### config.mk
export PLATFORM = sky130hd
export DESIGN_NAME = ws2812_rx
export DESIGN_NICKNAME = d
export VERILOG_FILES = /design/src/rtl/ws2812_pkg.sv /design/src/rtl/ws2812_sync.sv /design/src/rtl/ws2812_rx.sv
export SDC_FILE = /design/constraint.sdc
export NUM_CORES = 1
export LEC_CHECK = 0
export ABC_AREA = 1
export CAP_MARGIN = 5
export CORE_MARGIN = 5
export CORE_UTILIZATION = 35
export DETAILED_ROUTE_END_ITERATION = 10
export REMOVE_ABC_BUFFERS = 1
export SLEW_MARGIN = 40
export SYNTH_ARGS = -nofsm -noshare
export SYNTH_HDL_FRONTEND = slang
export SYNTH_SLANG_ARGS = --single-unit
### constraint.sdc
create_clock -name clk_100mhz -period 2.8 [get_ports clk_100mhz]
set_clock_uncertainty 0.15 [all_clocks]
set_input_delay 0.42 -clock clk_100mhz [delete_from_list [all_inputs] [get_ports clk_100mhz]]
set_output_delay 0.42 -clock clk_100mhz [all_outputs]
set_load 0.01 [all_outputs]
### src/rtl/ws2812_pkg.sv
// ws2812_pkg: WS2812 line timing, receiver defaults and decoder state encoding.
package ws2812_pkg;
    localparam int T0H = 40;
    localparam int T0L = 85;
    localparam int T1H = 80;
    localparam int T1L = 45;
    localparam int MIN_HIGH = 15;
    localparam int BIT_THRESH = 60;
    localparam int MAX_HIGH = 120;
    localparam int RES_TIME = 2000;

    typedef enum logic [1:0] {SYNC, IDLE, HIGH, LOW} state_t;

    function automatic logic [15:0] sat_inc(input logic [15:0] v);
        return (v == 16'hFFFF) ? v : v + 16'd1;
    endfunction
endpackage

### src/rtl/ws2812_sync.sv
// ws2812_sync: 2-FF synchroniser for the serial line plus rise/fall detection.
module ws2812_sync (
    input  logic clk,
    input  logic rst_n,
    input  logic d,
    output logic d_s,
    output logic rise,
    output logic fall
);
    logic s1, d_q;

    always_ff @(posedge clk or negedge rst_n)
        if (!rst_n) {s1, d_s, d_q} <= 3'b000;
        else        {s1, d_s, d_q} <= {d, s1, d_s};

    assign rise = d_s & ~d_q;
    assign fall = ~d_s & d_q;
endmodule

### src/rtl/ws2812_rx.sv
// ws2812_rx: WS2812 NRZ receiver; decodes pulse widths into GRB pixels,
// marks frame gaps and flags malformed pulses.
module ws2812_rx #(
    parameter int MIN_HIGH   = ws2812_pkg::MIN_HIGH,
    parameter int BIT_THRESH = ws2812_pkg::BIT_THRESH,
    parameter int MAX_HIGH   = ws2812_pkg::MAX_HIGH,
    parameter int RES_TIME   = ws2812_pkg::RES_TIME
) (
    input  logic        clk_100mhz,
    input  logic        reset_n,
    input  logic        d_in,
    output logic [7:0]  red,
    output logic [7:0]  green,
    output logic [7:0]  blue,
    output logic        pix_valid,
    output logic [15:0] pix_idx,
    output logic        frame_end,
    output logic        err
);
    import ws2812_pkg::*;

    logic d_s, rise, fall;
    logic [15:0] cnt;
    state_t state, state_n;
    logic shift, bit_v, err_c, fe_c, low_done;
    int hi_w, run;
    logic [22:0] sr;
    logic [4:0] bit_cnt;
    logic [23:0] word;
    logic word_rdy, err_q, fe_q;
    logic [15:0] next_idx;

    ws2812_sync u_sync (
        .clk  (clk_100mhz),
        .rst_n(reset_n),
        .d    (d_in),
        .d_s  (d_s),
        .rise (rise),
        .fall (fall)
    );

    always_ff @(posedge clk_100mhz or negedge reset_n)
        if (!reset_n)          cnt <= '0;
        else if (rise || fall) cnt <= '0;
        else                   cnt <= sat_inc(cnt);

    // cnt restarts one cycle after an edge: in a fall cycle the finished high
    // lasted cnt+1 cycles, otherwise the current level has lasted cnt+2.
    always_comb begin
        hi_w = int'(cnt) + 1;
        run = int'(cnt) + 2;
        bit_v = hi_w >= BIT_THRESH;
        low_done = !d_s && !fall && run > RES_TIME;
    end

    always_ff @(posedge clk_100mhz or negedge reset_n)
        if (!reset_n) state <= SYNC;
        else          state <= state_n;

    always_comb begin
        state_n = state;
        shift = 1'b0;
        err_c = 1'b0;
        fe_c = 1'b0;
        case (state)
            SYNC: if (low_done) state_n = IDLE;
            IDLE: if (rise) state_n = HIGH;
            HIGH:
                if (fall) begin
                    err_c = hi_w < MIN_HIGH;
                    shift = !err_c;
                    state_n = err_c ? SYNC : LOW;
                end else if (run > MAX_HIGH) begin
                    err_c = 1'b1;
                    state_n = SYNC;
                end
            LOW:
                if (rise) state_n = HIGH;
                else if (low_done) begin
                    fe_c = 1'b1;
                    err_c = bit_cnt != 5'd0;
                    state_n = IDLE;
                end
            default: state_n = SYNC;
        endcase
    end

    always_ff @(posedge clk_100mhz or negedge reset_n)
        if (!reset_n) begin
            sr <= '0;
            bit_cnt <= '0;
            word <= '0;
            word_rdy <= 1'b0;
            err_q <= 1'b0;
            fe_q <= 1'b0;
        end else begin
            word_rdy <= 1'b0;
            err_q <= err_c;
            fe_q <= fe_c;
            if (shift) begin
                sr <= {sr[21:0], bit_v};
                bit_cnt <= (bit_cnt == 5'd23) ? 5'd0 : bit_cnt + 5'd1;
                if (bit_cnt == 5'd23) begin
                    word <= {sr, bit_v};
                    word_rdy <= 1'b1;
                end
            end else if (err_c || fe_c) begin
                bit_cnt <= '0;
            end
        end

    // Output stage: one register after the decoder so all pulses share latency.
    always_ff @(posedge clk_100mhz or negedge reset_n)
        if (!reset_n) begin
            {green, red, blue} <= '0;
            pix_valid <= 1'b0;
            err <= 1'b0;
            frame_end <= 1'b0;
            pix_idx <= '0;
            next_idx <= '0;
        end else begin
            pix_valid <= word_rdy;
            err <= err_q;
            frame_end <= fe_q;
            if (word_rdy) begin
                {green, red, blue} <= word;
                pix_idx <= next_idx;
                next_idx <= sat_inc(next_idx);
            end
            if (fe_q) begin
                pix_idx <= '0;
                next_idx <= '0;
            end
        end
endmodule

# [Word-level counts from Yosys, hierarchy flattened]
# Cells that the tools add are included.
# Widths: inputs -> output; s select.
[word_totals] regBits=135 latch_bits=0 ramBits=0 rom_bits=0 in_bits=3 out_inout_bits=43 elab_cells=85 mem_count=0
[op_classes] n_addsub=5 multipliers=0 div=0 n_lt_le_gt_ge=4 n_eq_ne=10 shifts=0 muxes=29 n_bitwise=4 reduce_logical=14
[op_table] op="$mux 16" n=7
[op_table] op="$add 16x1->16 const B" n=2
[op_table] op="$eq 16x16->1 const B" n=2
[op_table] op="$add 16x1->17 const B" n=1
[op_table] op="$add 16x2->17 const B" n=1
[op_table] op="$ge 17x6->1 const B" n=1
[op_table] op="$gt 17x11->1 const B" n=1
[op_table] op="$gt 17x7->1 const B" n=1
[op_table] op="$lt 17x4->1 const B" n=1
[op_table] op="$mux 5" n=3
[op_table] op="$mux 2" n=6
[op_table] op="$mux 1" n=11
[op_table] op="$pmux 2 s4" n=1
[op_table] op="$ne 2x2->1 const B" n=3
[op_table] op="$reduce_and 2->1" n=3
[op_table] op="$add 5x1->5 const B" n=1
[op_table] op="$eq 5x5->1 const B" n=1
[op_table] op="$reduce_bool 5->1" n=1
[op_table] op="$eq 2x2->1 const B" n=2
[op_table] op="$reduce_bool 2->1" n=2
[op_table] op="$logic_not 1->1" n=3
[op_table] op="$ne 3x3->1 const B" n=1
[op_table] op="$and 1x1->1" n=2
[op_table] op="$eq 2x1->1 const B" n=1
[op_table] op="other kinds (5)" n=8

# [Depth between registers and ports, before layout]
[depth] word_depth=11 depth_mapped=18 mapped_depth_nobuf=17

# [Hierarchy]
# A second synthesis with hierarchy kept.
[unflattened] cells_unflattened=763 area_unflattened_um2=6232.2
[by_module_without_submodules] mod="ws2812_rx" n_inst=1 cells_per_inst=756 area_each_um2=6142.1 seq_area_each_um2=3303.2
[by_module_without_submodules] mod="ws2812_sync" n_inst=1 cells_per_inst=7 area_each_um2=90.1 seq_area_each_um2=75.1

# [Worst setup path after synthesis]
# OpenSTA, ideal clock, no wires.
[synth_timing] path_type="flip-flop to flip-flop" from="register cnt[0]" to="register word[2]" t_arrival_ns=1.920 path_slack_ns=0.607 stages_incl_launch_ff=15 period_less_slack_ns=2.193 path_cell_list="dfrtp_1 > inv_1 > ha_1 > or2_2 > nor2_1 > nor2_1 > nand3_1 > nor2_1 > nand2_1 > nand2_2 > nor2_4 > inv_4 > buf_4 > o21ai_0 > nand2_1"
[synth_between] elab_chain_len=6
[synth_lines] element="from (decl)" line="ws2812_rx.sv:23" text="logic [15:0] cnt;"
[synth_lines] element="from (signal assigned)" line="ws2812_rx.sv:45" text="else cnt <= sat_inc(cnt);"
[synth_lines] element="$add 16x1->17" line="ws2812_rx.sv:50" text="hi_w = int'(cnt) + 1;"
[synth_lines] element="$lt 17x4->1" line="ws2812_rx.sv:70" text="err_c = hi_w < MIN_HIGH;"
[synth_lines] element="$logic_not 1->1" line="ws2812_rx.sv:71" text="shift = !err_c;"
[synth_lines] element="$mux 1" line="ws2812_rx.sv:69" text="if (fall) begin"
[synth_lines] element="$mux 1" line="ws2812_rx.sv:65" text="case (state)"
[synth_lines] element="$reduce_and 2->1 (no source line)"
[synth_lines] element="to (signal assigned)" line="ws2812_rx.sv:104" text="word <= {sr, bit_v};"
[synth_lines] element="to (decl)" line="ws2812_rx.sv:29" text="logic [23:0] word;"
# No other way between the ends.
# A chain may end at the register's enable or synchronous reset.

# [Worst setup path after layout]
[layout_timing] from="register cnt[0]" to="register bit_cnt[4]"
[layout_between] elab_chain_len=8
[layout_lines] element="$add 16x2->17" line="ws2812_rx.sv:51" text="run = int'(cnt) + 2;"
[layout_lines] element="$gt 17x11->1" line="ws2812_rx.sv:53" text="low_done = !d_s && !fall && run > RES_TIME;"
[layout_lines] element="$logic_and 1x1->1" line="ws2812_rx.sv:53"
[layout_lines] element="$mux 1" line="ws2812_rx.sv:79" text="else if (low_done) begin"
[layout_lines] element="$mux 1" line="ws2812_rx.sv:78" text="if (rise) state_n = HIGH;"
[layout_lines] element="$pmux 1 s2 or $mux 1 (tied branches)" line="ws2812_rx.sv:65"
[layout_lines] element="$logic_or 1x1->1" line="ws2812_rx.sv:107" text="end else if (err_c || fe_c) begin"
[layout_lines] element="$reduce_bool 2->1 (no source line)"
[layout_lines] element="to (signal assigned)" line="ws2812_rx.sv:102" text="bit_cnt <= (bit_cnt == 5'd23) ? 5'd0 : bit_cnt + 5'd1;"
[layout_lines] element="to (decl)" line="ws2812_rx.sv:28" text="logic [4:0] bit_cnt;"
# Parallel ways exist; a longest one is shown, timed or not.

==> out/qor.csv <==
metric;value;unit
diodes;0;
irDropWorstVdd;0.342;mV
area_growth_syn_to_layout;22.9;%
synth_top_area_share;0.528;
die_h;145;um
synth_flop_cell;dfrtp_1;
cp.required;2.95;ns
timing.slew.headroom;0.428;
instances_no_fill;1076;
hold_class;reg2reg;
dp_slack;0.0620;ns
avgRoutedWirePerCell;13.4;um
worst_pin_slew;0.856;ns
drtIter0Drc;424;
max-cap-violations;0;
antenna_found_initial;0;
period_share;0.922;
cp_max_fo;20;
synthesis.area;6400;um2
drtAntennaViolNets;0;
drt-pass1-iter-count;5;
n_fill_cell;1723;
grt_pass1_wl;24.4;mm
place_congestion;0.858;
hold_viol_final;0;
synth_edf_count;0;
vias;5162;
yosys.area.top_type;dfrtp_1;
crit_family;simple AND/OR/NAND/NOR gates;
wl;14.4;mm
drc;0;
root_buffer;clkbuf_16;
multi_input_area;2560;um2
cts_tree;done;
fin_crit;2.58;ns
cp_slowest_cell;dfrtp_1;
cts.sinks;135;
io-pin-count;46;
htree_levels;4;
power_per_cell_area;580;nW/um2
coreArea;18000;um2
die_area;21100;um2
viasPerCell;4.80;
ys_top_cells_by_area;dfrtp_1 (53%), nand2_1 (13%), o21ai_0 (5.6%);
post-place-cells;1038;
synthCells;774;
rows;49;
synth_cell_type_count;35;
ys.warnings.count;0;
clk-insertion-delay-late;0.42;ns
worstPathArrival;2.73;ns
worstSetupStartpointType;register;
first_global_vias;4974;
final_nets;847;
cts_made_buffers;17;
synth.avg_cell_area;8.27;um2
ys_seq_area_frac;0.528;
grt_max_degree;51;
io_buffers;45;
hold_slack;0.199;ns
max_freq;388;MHz
p_leak;3.68;nW
critPathBufInv;4;
grt_usage;0.138;
drive_above_1_share;0.102;
clk_path_buf_depth;2;
ys_async_sr_fraction;1.00;
setup_viol;0;
regArea;3380;um2
synth_seq_cells;135;
crit_path_end_kind;register;
final.setup.worst_slack;0.220;ns
status;complete, no violations;
die_w;145;um
cts.clk_slew.worst_paths;0.06;ns
synth_commonest_cells;nand2_1 (230), dfrtp_1 (135), inv_1 (90);
place_hpwl;9.44;mm
critical_path.cell_chain;ha_1, nand3_1, inv_2, buf_4, nand3_1, nand2_1, nand2_1, nor2_1, nand2_1, nor2_1, nand2_1, nand2_2, nor2_4, inv_4, buf_6, nor2_1, nand2_1, nand2_1;
slowest_delay;0.40;ns
critPathKind;reg2reg;
start_util;0.356;
overflow;0;
post-synth-top-count-cell;nand2_1;
maxSlewViolCount;0;
cpMostUsedCell;nand2_1;
==> flip-flops by register name, indices dropped and copies added, names as in the netlist, 8 cells and up <==
signal	cells
green	8
word	24
red	8
next_idx	16
cnt	16
blue	8
sr	23
pix_idx	16
==> area by class of cell <==
type                            count  share of cell area
Inverter                           93              0.0447
Sequential cell                   135               0.430
Clock inverter                     10              0.0247
Clock buffer                       21              0.0585
Multi-Input combinational cell    525               0.326
Timing Repair Buffer               63              0.0802
Tap cell                          229              0.0364
==> logic make-up (layout without fill, tap and decap cells) <==
kind of cell,count (synthesis),in the layout,synth area share
adder cells (fa/ha/maj),9,9,0.0176
XOR/XNOR,3,3,0.00411
AND/OR/NAND/NOR,383,386,0.263
AO/OA/AOI/OAI,127,127,0.109
flip-flops,135,135,0.528
buffers and inverters,117,187,0.0784
==> timing repair <==
item | 4_1_cts | 5_1_grt
gates resized for setup | 0 | 7
hold endpoints to repair | 41 | 0
endpoints found under the setup margin | 0 | 35
hold buffers | 1 | 0
buffers inserted | 0 | 3
==> per-stage QoR <==
step | TNS [ns] | utilization | power, mW | area [um2]
floorplan | -0.363 | - | 2.05 | 6250
global placement | 0 | 0.396 | 2.11 | 7120
detailed placement | 0 | 0.396 | 2.12 | 7120
CTS | 0 | 0.433 | 4.61 | 7780
global route | -0.00140 | 0.438 | 4.72 | 7870
finish | 0 | 0.438 | 4.56 | 7870
==> layer usage <==
| layer | part of all wire | global-route usage |
|---|---|---|
| met5 | 0 | 0 |
| met4 | 0.015 | 0.0499 |
| met3 | 0.041 | 0.0340 |
| met2 | 0.46 | 0.219 |
| met1 | 0.48 | 0.186 |
==> cells in the final DEF, fill, tap and decap left out, types with 4 or more instances in the layout <==
cell type	synthesis	layout
nand2_1	230	230
dfrtp_1	135	133
inv_1	90	90
o21ai_0	71	71
nor2_1	54	53
clkdlybuf4s50_1	0	44
nand3_1	43	43
nand4_1	25	25
o21ai_1	20	20
a21oi_1	17	17
clkbuf_16	0	17
buf_4	3	13
o21ai_2	10	10
nor2_4	5	9
ha_1	9	8
nor3_1	6	6
bufinv_16	0	5
nand2_2	4	4
nor2_2	4	4
nand3b_1	4	4
==> power by group <==
part           internal (mW)  total (mW)  switching, mW
logic                 0.0303       0.106         0.0762
registers               1.96        1.97         0.0110
clock network           1.63        2.49          0.854
==> path summary, 6_finish.rpt <==
check | startpoint | slack (ns) | end | depth (start not counted)
worst max register to register | cnt[0] | 0.22 | bit_cnt[4] | 18
min in group asynchronous | reset_n | 0.34 | cnt[3] | 2
worst min register to register | u_sync.s1 | 0.20 | u_sync.d_s | 0
worst max-delay path | cnt[0] | 0.22 | bit_cnt[4] | 18
max in group asynchronous | reset_n | 1.49 | pix_idx[8] | 3
worst min-delay path | u_sync.s1 | 0.20 | u_sync.d_s | 0
Note: power is estimated with default switching activity, not from simulation.
